[config.mk]
export PLATFORM = sky130hd
export DESIGN_NAME = dmem_arbiter_flat
export DESIGN_NICKNAME = d
export VERILOG_FILES = /design/src/rtl/dmem_arbiter_pkg.sv /design/src/rtl/dmem_arbiter_if.sv /design/src/rtl/dmem_arbiter_wait_counter.sv /design/src/rtl/dmem_arbiter.sv /design/src/flat_wrapper.sv
export SDC_FILE = /design/constraint.sdc
export NUM_CORES = 1
export LEC_CHECK = 0
export BUFFER_PORTS_ARGS = -buffer_cell sky130_fd_sc_hd__clkbuf_2
export CAP_MARGIN = 30
export CORE_AREA = 5 5 111 113
export CTS_CLUSTER_SIZE = 14
export DETAILED_ROUTE_END_ITERATION = 8
export DIE_AREA = 0 0 116 118
export PLACE_DENSITY = 0.62
export RECOVER_POWER = 50
export SKIP_CTS_REPAIR_TIMING = 1
export SYNTH_ARGS = -nofsm -noshare
export SYNTH_HDL_FRONTEND = slang
export SYNTH_SLANG_ARGS = --single-unit
[constraint.sdc]
create_clock -name clk -period 2.28 [get_ports clk]
set_clock_uncertainty 0.15 [all_clocks]
set_input_delay 0.456 -clock clk [delete_from_list [all_inputs] [get_ports clk]]
set_output_delay 0.456 -clock clk [all_outputs]
set_load 0.01 [all_outputs]
[src/rtl/dmem_arbiter_pkg.sv]
// Shared types for the data-memory arbiter: FSM state encoding and port ids.
package mem_arb_pkg;

   typedef enum logic [1:0] {
      ARB_IDLE   = 2'd0,
      ARB_RD_CPU = 2'd1,
      ARB_RD_EXT = 2'd2
   } arb_state_t;

   localparam int PORT_CPU = 0;
   localparam int PORT_EXT = 1;
   localparam int NUM_PORTS = 2;

endpackage

[src/rtl/dmem_arbiter_if.sv]
// Bundle of the CPU, EXT and memory-side signals around the data-memory arbiter.
interface dmem_arbiter_if #(
   parameter int WIDTH = 32
);
   logic             cpu_req;
   logic             cpu_we;
   logic [WIDTH-1:0] cpu_addr;
   logic [WIDTH-1:0] cpu_wdata;
   logic             cpu_stall;
   logic [WIDTH-1:0] cpu_rdata;
   logic             cpu_rvalid;

   logic             ext_req;
   logic             ext_we;
   logic [WIDTH-1:0] ext_addr;
   logic [WIDTH-1:0] ext_wdata;
   logic             ext_gnt;
   logic [WIDTH-1:0] ext_rdata;
   logic             ext_rvalid;

   logic             mem_we;
   logic [WIDTH-1:0] mem_addr;
   logic [WIDTH-1:0] mem_wd;
   logic [WIDTH-1:0] mem_rd;

   // Arbiter side.
   modport slave (
      input  cpu_req, cpu_we, cpu_addr, cpu_wdata,
      input  ext_req, ext_we, ext_addr, ext_wdata,
      input  mem_rd,
      output cpu_stall, cpu_rdata, cpu_rvalid,
      output ext_gnt, ext_rdata, ext_rvalid,
      output mem_we, mem_addr, mem_wd
   );

   // Requester / memory side.
   modport master (
      output cpu_req, cpu_we, cpu_addr, cpu_wdata,
      output ext_req, ext_we, ext_addr, ext_wdata,
      output mem_rd,
      input  cpu_stall, cpu_rdata, cpu_rvalid,
      input  ext_gnt, ext_rdata, ext_rvalid,
      input  mem_we, mem_addr, mem_wd
   );

endinterface

[src/rtl/dmem_arbiter_wait_counter.sv]
// Saturating EXT aging counter; at_max forces EXT priority over the CPU.
module arb_wait_counter #(
   parameter  int MAX_WAIT = 4,
   localparam int CW       = $clog2(MAX_WAIT + 1)
) (
   input  logic clk,
   input  logic reset,
   input  logic inc,
   input  logic clr,
   output logic at_max
);

   logic [CW-1:0] count;

   always_ff @(posedge clk) begin
      if (reset || clr)
         count <= '0;
      else if (inc && (count != CW'(MAX_WAIT)))
         count <= count + CW'(1);
   end

   assign at_max = (count == CW'(MAX_WAIT));

endmodule

[src/rtl/dmem_arbiter.sv]
// Arbitrates the single synchronous data-memory port between the CPU memory
// stage and an external requester, stalling the pipeline around CPU loads.
module dmem_arbiter
   import mem_arb_pkg::*;
#(
   parameter int WIDTH    = 32,
   parameter int MAX_WAIT = 4
) (
   input logic           clk,
   input logic           reset,
   dmem_arbiter_if.slave bus
);

   arb_state_t           state;
   logic                 cpuElig;
   logic                 extWins;
   logic                 atMax;
   logic                 cpuLoad;
   logic                 extRead;
   logic [NUM_PORTS-1:0] gnt;

   // A CPU request seen while its load returns is the one already served.
   always_comb begin
      cpuElig = bus.cpu_req && (state != ARB_RD_CPU);
      extWins = bus.ext_req && (!cpuElig || atMax);
      gnt     = '0;
      if (!reset) begin
         gnt[PORT_EXT] = extWins;
         gnt[PORT_CPU] = cpuElig && !extWins;
      end
   end

   assign cpuLoad = gnt[PORT_CPU] && !bus.cpu_we;
   assign extRead = gnt[PORT_EXT] && !bus.ext_we;

   always_comb begin
      bus.mem_we   = 1'b0;
      bus.mem_addr = '0;
      bus.mem_wd   = '0;
      if (gnt[PORT_CPU]) begin
         bus.mem_we   = bus.cpu_we;
         bus.mem_addr = bus.cpu_addr;
         bus.mem_wd   = bus.cpu_wdata;
      end else if (gnt[PORT_EXT]) begin
         bus.mem_we   = bus.ext_we;
         bus.mem_addr = bus.ext_addr;
         bus.mem_wd   = bus.ext_wdata;
      end
   end

   // Stall while the CPU loses arbitration, and for the issue cycle of a load.
   assign bus.cpu_stall  = !reset && cpuElig && (!gnt[PORT_CPU] || !bus.cpu_we);
   assign bus.ext_gnt    = gnt[PORT_EXT];

   assign bus.cpu_rvalid = !reset && (state == ARB_RD_CPU);
   assign bus.ext_rvalid = !reset && (state == ARB_RD_EXT);
   assign bus.cpu_rdata  = bus.cpu_rvalid ? bus.mem_rd : '0;
   assign bus.ext_rdata  = bus.ext_rvalid ? bus.mem_rd : '0;

   always_ff @(posedge clk) begin
      if (reset)
         state <= ARB_IDLE;
      else if (cpuLoad)
         state <= ARB_RD_CPU;
      else if (extRead)
         state <= ARB_RD_EXT;
      else
         state <= ARB_IDLE;
   end

   arb_wait_counter #(
      .MAX_WAIT (MAX_WAIT)
   ) uWait (
      .clk    (clk),
      .reset  (reset),
      .inc    (bus.ext_req && !gnt[PORT_EXT]),
      .clr    (!bus.ext_req || gnt[PORT_EXT]),
      .at_max (atMax)
   );

   a_oneGrant : assert property (@(posedge clk) !(gnt[PORT_CPU] && gnt[PORT_EXT]));

endmodule
[src/flat_wrapper.sv]
// flat-port wrapper written by rule: the top's interface ports become plain ports
module dmem_arbiter_flat import mem_arb_pkg::*;
#(
   parameter int WIDTH    = 32,
   parameter int MAX_WAIT = 4
)
  (clk, reset, bus_cpu_req, bus_cpu_we, bus_cpu_addr, bus_cpu_wdata, bus_ext_req, bus_ext_we, bus_ext_addr, bus_ext_wdata, bus_mem_rd, bus_cpu_stall, bus_cpu_rdata, bus_cpu_rvalid, bus_ext_gnt, bus_ext_rdata, bus_ext_rvalid, bus_mem_we, bus_mem_addr, bus_mem_wd);
  dmem_arbiter_if #(.WIDTH(WIDTH)) bus_i ();
  input logic clk;
  input logic reset;
  input wire logic [$bits(bus_i.cpu_req)-1:0] bus_cpu_req;
  input wire logic [$bits(bus_i.cpu_we)-1:0] bus_cpu_we;
  input wire logic [$bits(bus_i.cpu_addr)-1:0] bus_cpu_addr;
  input wire logic [$bits(bus_i.cpu_wdata)-1:0] bus_cpu_wdata;
  input wire logic [$bits(bus_i.ext_req)-1:0] bus_ext_req;
  input wire logic [$bits(bus_i.ext_we)-1:0] bus_ext_we;
  input wire logic [$bits(bus_i.ext_addr)-1:0] bus_ext_addr;
  input wire logic [$bits(bus_i.ext_wdata)-1:0] bus_ext_wdata;
  input wire logic [$bits(bus_i.mem_rd)-1:0] bus_mem_rd;
  output wire logic [$bits(bus_i.cpu_stall)-1:0] bus_cpu_stall;
  output wire logic [$bits(bus_i.cpu_rdata)-1:0] bus_cpu_rdata;
  output wire logic [$bits(bus_i.cpu_rvalid)-1:0] bus_cpu_rvalid;
  output wire logic [$bits(bus_i.ext_gnt)-1:0] bus_ext_gnt;
  output wire logic [$bits(bus_i.ext_rdata)-1:0] bus_ext_rdata;
  output wire logic [$bits(bus_i.ext_rvalid)-1:0] bus_ext_rvalid;
  output wire logic [$bits(bus_i.mem_we)-1:0] bus_mem_we;
  output wire logic [$bits(bus_i.mem_addr)-1:0] bus_mem_addr;
  output wire logic [$bits(bus_i.mem_wd)-1:0] bus_mem_wd;
  assign bus_i.cpu_req = bus_cpu_req;
  assign bus_i.cpu_we = bus_cpu_we;
  assign bus_i.cpu_addr = bus_cpu_addr;
  assign bus_i.cpu_wdata = bus_cpu_wdata;
  assign bus_i.ext_req = bus_ext_req;
  assign bus_i.ext_we = bus_ext_we;
  assign bus_i.ext_addr = bus_ext_addr;
  assign bus_i.ext_wdata = bus_ext_wdata;
  assign bus_i.mem_rd = bus_mem_rd;
  assign bus_cpu_stall = bus_i.cpu_stall;
  assign bus_cpu_rdata = bus_i.cpu_rdata;
  assign bus_cpu_rvalid = bus_i.cpu_rvalid;
  assign bus_ext_gnt = bus_i.ext_gnt;
  assign bus_ext_rdata = bus_i.ext_rdata;
  assign bus_ext_rvalid = bus_i.ext_rvalid;
  assign bus_mem_we = bus_i.mem_we;
  assign bus_mem_addr = bus_i.mem_addr;
  assign bus_mem_wd = bus_i.mem_wd;
  dmem_arbiter #(.WIDTH(WIDTH), .MAX_WAIT(MAX_WAIT)) u_core (.clk(clk), .reset(reset), .bus(bus_i));
endmodule
# Yosys cells after proc, flatten, opt, wreduce, memory -nomap -nowiden
# Index checks and enable logic that the tools add are counted.
# classes
addsub,1
mul,0
div_mod_pow,0
order_cmp,0
eq_ne,5
shift,0
mux,11
bitwise,0
n_reduce_logical,24
# op_table
op,count
2-to-1 mux 32 bit,6
logical AND 1 bit,11
zero test 1 bit,8
logical OR 1 bit,4
2-to-1 mux 2 bit,2
"adder 3 x 1 -> 3 bit, second input constant",1
"== test 3 bit, second input constant",1
2-to-1 mux 1 bit,3
"inequality test 3 bit, second input constant",1
"== test 2 x 1 -> 1 bit, second input constant",1
"== test 2 bit, second input constant",1
"inequality test 2 x 1 -> 1 bit, second input constant",1
OR reduction 2 bit,1
# totals
regBits,5
latchBits,0
mem_bits_rw,0
romBits,0
wordCells,44
n_memories,0

# Depth between registers and ports, before layout
# logic_depth
depth_word,11
mapped_depth,7
ltp_nobuf,5

# Cells and area by module
# A second synthesis with hierarchy kept.
# hier_totals
hier_cells,183
hier_area_um2,1391.3
# by_module_without_submodules
mod,n_inst,cells_each,area_each_um2
dmem_arbiter,1,165,1203.7
arb_wait_counter,1,18,187.7

# Worst setup path before layout
# Ideal clock, no wire load.
# synth_path
kind,reg-to-output
from,register u_core.uWait.count[0]
to,output port bus_mem_wd[10]
t_arrival_ns,1.395
path_slack_ns,0.279
stages_incl_launch_ff,8
path_cell_list,dfxtp_1 -> inv_1 -> ha_1 -> nand2_1 -> nand3_1 -> buf_4 -> buf_2 -> a32o_1
# synth_between
elab_chain_cells,7
elab_cells_between_ends,8
classes_between,eq/ne: 1; mux: 3; reduce/logical: 4
# synth_rtl
element,line,rtl
start: declaration,dmem_arbiter_wait_counter.sv:13,logic [CW-1:0] count;
start signal: assignment,dmem_arbiter_wait_counter.sv:19,count <= count + CW'(1);
== test 3 bit *,dmem_arbiter_wait_counter.sv:22,assign at_max = (count == CW'(MAX_WAIT));
logical OR 1 bit *,dmem_arbiter.sv:25,extWins = bus.ext_req && (!cpuElig || atMax);
logical AND 1 bit *,dmem_arbiter.sv:25,
zero test 1 bit,dmem_arbiter.sv:29,gnt[PORT_CPU] = cpuElig && !extWins;
logical AND 1 bit,dmem_arbiter.sv:29,
2-to-1 mux 2 bit *,dmem_arbiter.sv:27,if (!reset) begin
2-to-1 mux 32 bit *,dmem_arbiter.sv:40,if (gnt[PORT_CPU]) begin
end: declaration,flat_wrapper.sv:28,output wire logic [$bits(bus_i.mem_wd)-1:0] bus_mem_wd;
# Mark *: on every way between the ends. The rest lies on a longest branch, timed or not.

# Worst setup path in the final report
# layout_path
from,register u_core.uWait.count[0]
to,output port bus_mem_wd[19]
# Same word-level chain as after synthesis.

==> results by group <==
Outcome
  • Outcome: completed

Power
  • Leak: 2.11 nW
  • Sw Pwr: 0.346 mW
  • Power consumption: 0.992 mW
  • Maximum vdd ir drop: 0.000194 V
  • Seq pwr share: 0.093
  • Combinational group share of total power: 0.615
  • Sw frac: 0.348
  • PwrDens: approximately 260 nW/um^2
  • Power Internal: about 0.65 mW
  • Clock power frac: 0.293

Layout
  • Multi-input logic area: between 1500 and 2000 um^2
  • Synthesis-to-layout area growth: 106%
  • Post-route design area: 3870 um^2
  • FF+latch area: just over 100 um^2
  • Layout cells sized above 1: 0.612
  • Final non-filler cell total: 689
  • Nets: between 700 and 800
  • Fillers: 1227
  • Antenna Cells: 0

GRT
  • Initial antenna violation count: 0
  • Number of global-route vias before repair: 2946
  • Total track usage: 0.137
  • Largest net degree at the start of global routing: 40
  • First-pass GRT wire length: about 15000 um
  • GRT Residual Overflow: 0

CTS
  • Worst-path clk slew: about 30 ps
  • Num CTS Buffers: 3
  • Clock Path Buffers: 2
  • CTS tree: built
  • H-tree lvl count: 1
  • Clk sinks: 5
  • Clock root buffer: clkbuf_16
  • Worst-Skew Late Latency: roughly 230 ps

STA
  • Max Fclk: 441 MHz
  • Fin crit period: 2270 ps
  • Final Cycle Share: 0.994
  • Final worst slack: 14.3 ps
  • Least-Margin Pin Slew: 403 ps
  • Pins Over Slew Limit: 0
  • Setup tns final: 0 ps
  • Final Hold Viols: 0
  • Final setup vio count: 0
  • Worst slew margin: 0.731
  • Unrepaired setup endpoints after global routing: true

Synth
  • Synth Instances: between 200 and 300
  • Synth Warn #: 0
  • Syn Nets: 426
  • Netlist cell types: 21
  • Seq/Total Area, Yosys: 0.0533
  • Syn avg cell area: around 7.3 um^2
  • Synthesized flop and latch total: 5
  • Synthesized cell area: roughly 1900 um^2

Critical path
  • Reg-to-Reg Start: u_core.uWait.count[0]$_SDFFE_PP0P_
  • Setup crit start: u_core.uWait.count[0]$_SDFFE_PP0P_
  • Critical Path AT: roughly 1700 ps
  • Critical path capture point: bus_mem_wd[19]
  • Worst path depth: 7
  • Slowest CP cell: dfxtp_2
  • CP Class: flip-flop to primary output
  • Reg2reg setup slack: 790 ps
  • Crit path max fanout: 8
  • Max incr delay on CP: roughly 330 ps
  • Crit-path cells: inv_2 > ha_4 > nand3_4 > and3_4 > clkbuf_16 > a32o_1 > buf_2
  • Reg-to-reg endpoint: u_core.state[0]$_SDFF_PP0_
  • CP required: approximately 1700 ps
  • Crit path buffers/inverters: 3
  • Setup crit end kind: primary output
  • R2R cell count: 6
  • Startpoint Class: flip-flop
  • Crit-path leading delay family: simple AND/OR/NAND/NOR gates

Route
  • Metal3 WL: 1050 um
  • Top sig layer: met4
  • Initial DRC Count: 124
  • Wire length on met2: 6230 um
  • Total routed wirelength: around 12000 um
  • Vias per cell: 4.64
  • DRC: 0
  • DR vias: 3200
  • Initial DRT Pass Iterations: 4
  • Routed length on met1: 4140 um
  • Drt wl/cell: 16.9 um
  • ANT nets after route: 0

Placement
  • Post-DP Area: about 3600 um^2
  • DP HPWL: 9020 um
  • Port Buf Inserts: 298
  • Final RePlAce weighted congestion: slightly below 0.8
  • DP Cell Count: a little under 700
  • Pre-CTS worst setup slack: 188 ps

Floorplanning
  • Die extent in x: 116 um
  • Initial core utilization: 0.167
  • Die area: 13700 um^2
  • Row cnt: 39
  • Ports: between 200 and 300
  • Core Area: between 10000 and 15000 um^2
  • Die Height: 118 um

Worst hold path
  • Hold WC Path Type: flip-flop to flip-flop

Job
  • MaxCap Viol Count: 0
[routing by layer]
metal	up-vias	track usage
met5	-	0
met4	0	0.0377
met3	14	0.0237
met2	186	0.272
met1	1475	0.142
li1	1525	-
[cell type report]
class | instances | share of cell area
clock buffer | 4 | 0.0203
inverter | 2 | 0.00194
multi-input combinational | 217 | 0.429
sequential | 5 | 0.0265
tap | 143 | 0.0462
timing repair buffer | 318 | 0.476
[worst min path at each step]
stage,startpoint,endpoint,slack [ps],cells after the start
4_1_cts,bus_cpu_we,u_core.state[0]$_SDFF_PP0_,300,2
3_5_place_dp,u_core.uWait.count[0]$_SDFFE_PP0P_,u_core.uWait.count[0]$_SDFFE_PP0P_,300,1
5_1_grt,u_core.uWait.count[0]$_SDFFE_PP0P_,u_core.uWait.count[0]$_SDFFE_PP0P_,290,1
6_report,u_core.uWait.count[0]$_SDFFE_PP0P_,u_core.uWait.count[0]$_SDFFE_PP0P_,280,1
2_1_floorplan,u_core.uWait.count[0]$_SDFFE_PP0P_,u_core.uWait.count[0]$_SDFFE_PP0P_,280,1
3_3_place_gp,u_core.uWait.count[0]$_SDFFE_PP0P_,u_core.uWait.count[0]$_SDFFE_PP0P_,300,1
[cell usage in the layout, fill, tap and decap left out, types with 2 or more instances in the layout]
master,n
and3_4,2
buf_2,32
nand2_1,2
dfxtp_2,2
buf_6,4
clkbuf_16,8
nor2b_1,65
and2_1,65
inv_2,2
dfxtp_1,3
nor3b_1,2
a32o_1,65
clkbuf_2,266
nor2_1,4
buf_4,3
buf_12,8
[state kept, by name (all words and copies together), names as in the netlist]
register / count
u_core.state: 2
u_core.uWait.count: 3
[cell families after synthesis]
logic type	share of synthesized area
AO/OA/AOI/OAI	0.351
adder cells (fa/ha/maj)	0.0133
buffers and inverters	0.0913
flip-flops	0.0533
multiplexers	0.00533
AND/OR/NAND/NOR	0.486
[per-stage QoR]
stage | hold slack (ps) | util
after floorplan | 277 | -
after global placement | 297 | 0.319
after detailed placement | 302 | 0.319
after CTS | 298 | 0.326
after global routing | 293 | 0.345
final | 280 | 0.345
[Yosys cell counts]
cell type  number  area share
buf_4           2      0.0080
buf_2          14       0.037
clkbuf_1       16       0.032
nand3_1         3      0.0080
and2_1         65        0.22
nor3b_2         1      0.0067
nand2b_2        1      0.0047
dfxtp_1         5       0.053
nor2b_1        66        0.22
mux2i_1         1      0.0053
inv_1           2      0.0040
nor2_1          4      0.0080
buf_1           2      0.0040
nor3b_1         2      0.0080
buf_6           1      0.0060
nand2_1         3      0.0060
a211oi_1        1      0.0040
and3_1          1      0.0033
and3b_1         1      0.0047
a32o_1         65        0.35
ha_1            2       0.013
[power groups by stage]
stage | Combinational (mW) | Clock [mW] | Sequential [mW]
3_3_place_gp | 0.556 | 0 | 0.0931
3_5_place_dp | 0.556 | 0 | 0.0930
5_1_grt | 0.661 | 0.301 | 0.0923
4_1_cts | 0.558 | 0.297 | 0.0918
2_1_floorplan | 0.267 | 0 | 0.0927
6_report | 0.610 | 0.290 | 0.0921
Power figures use the tool's default switching activity.
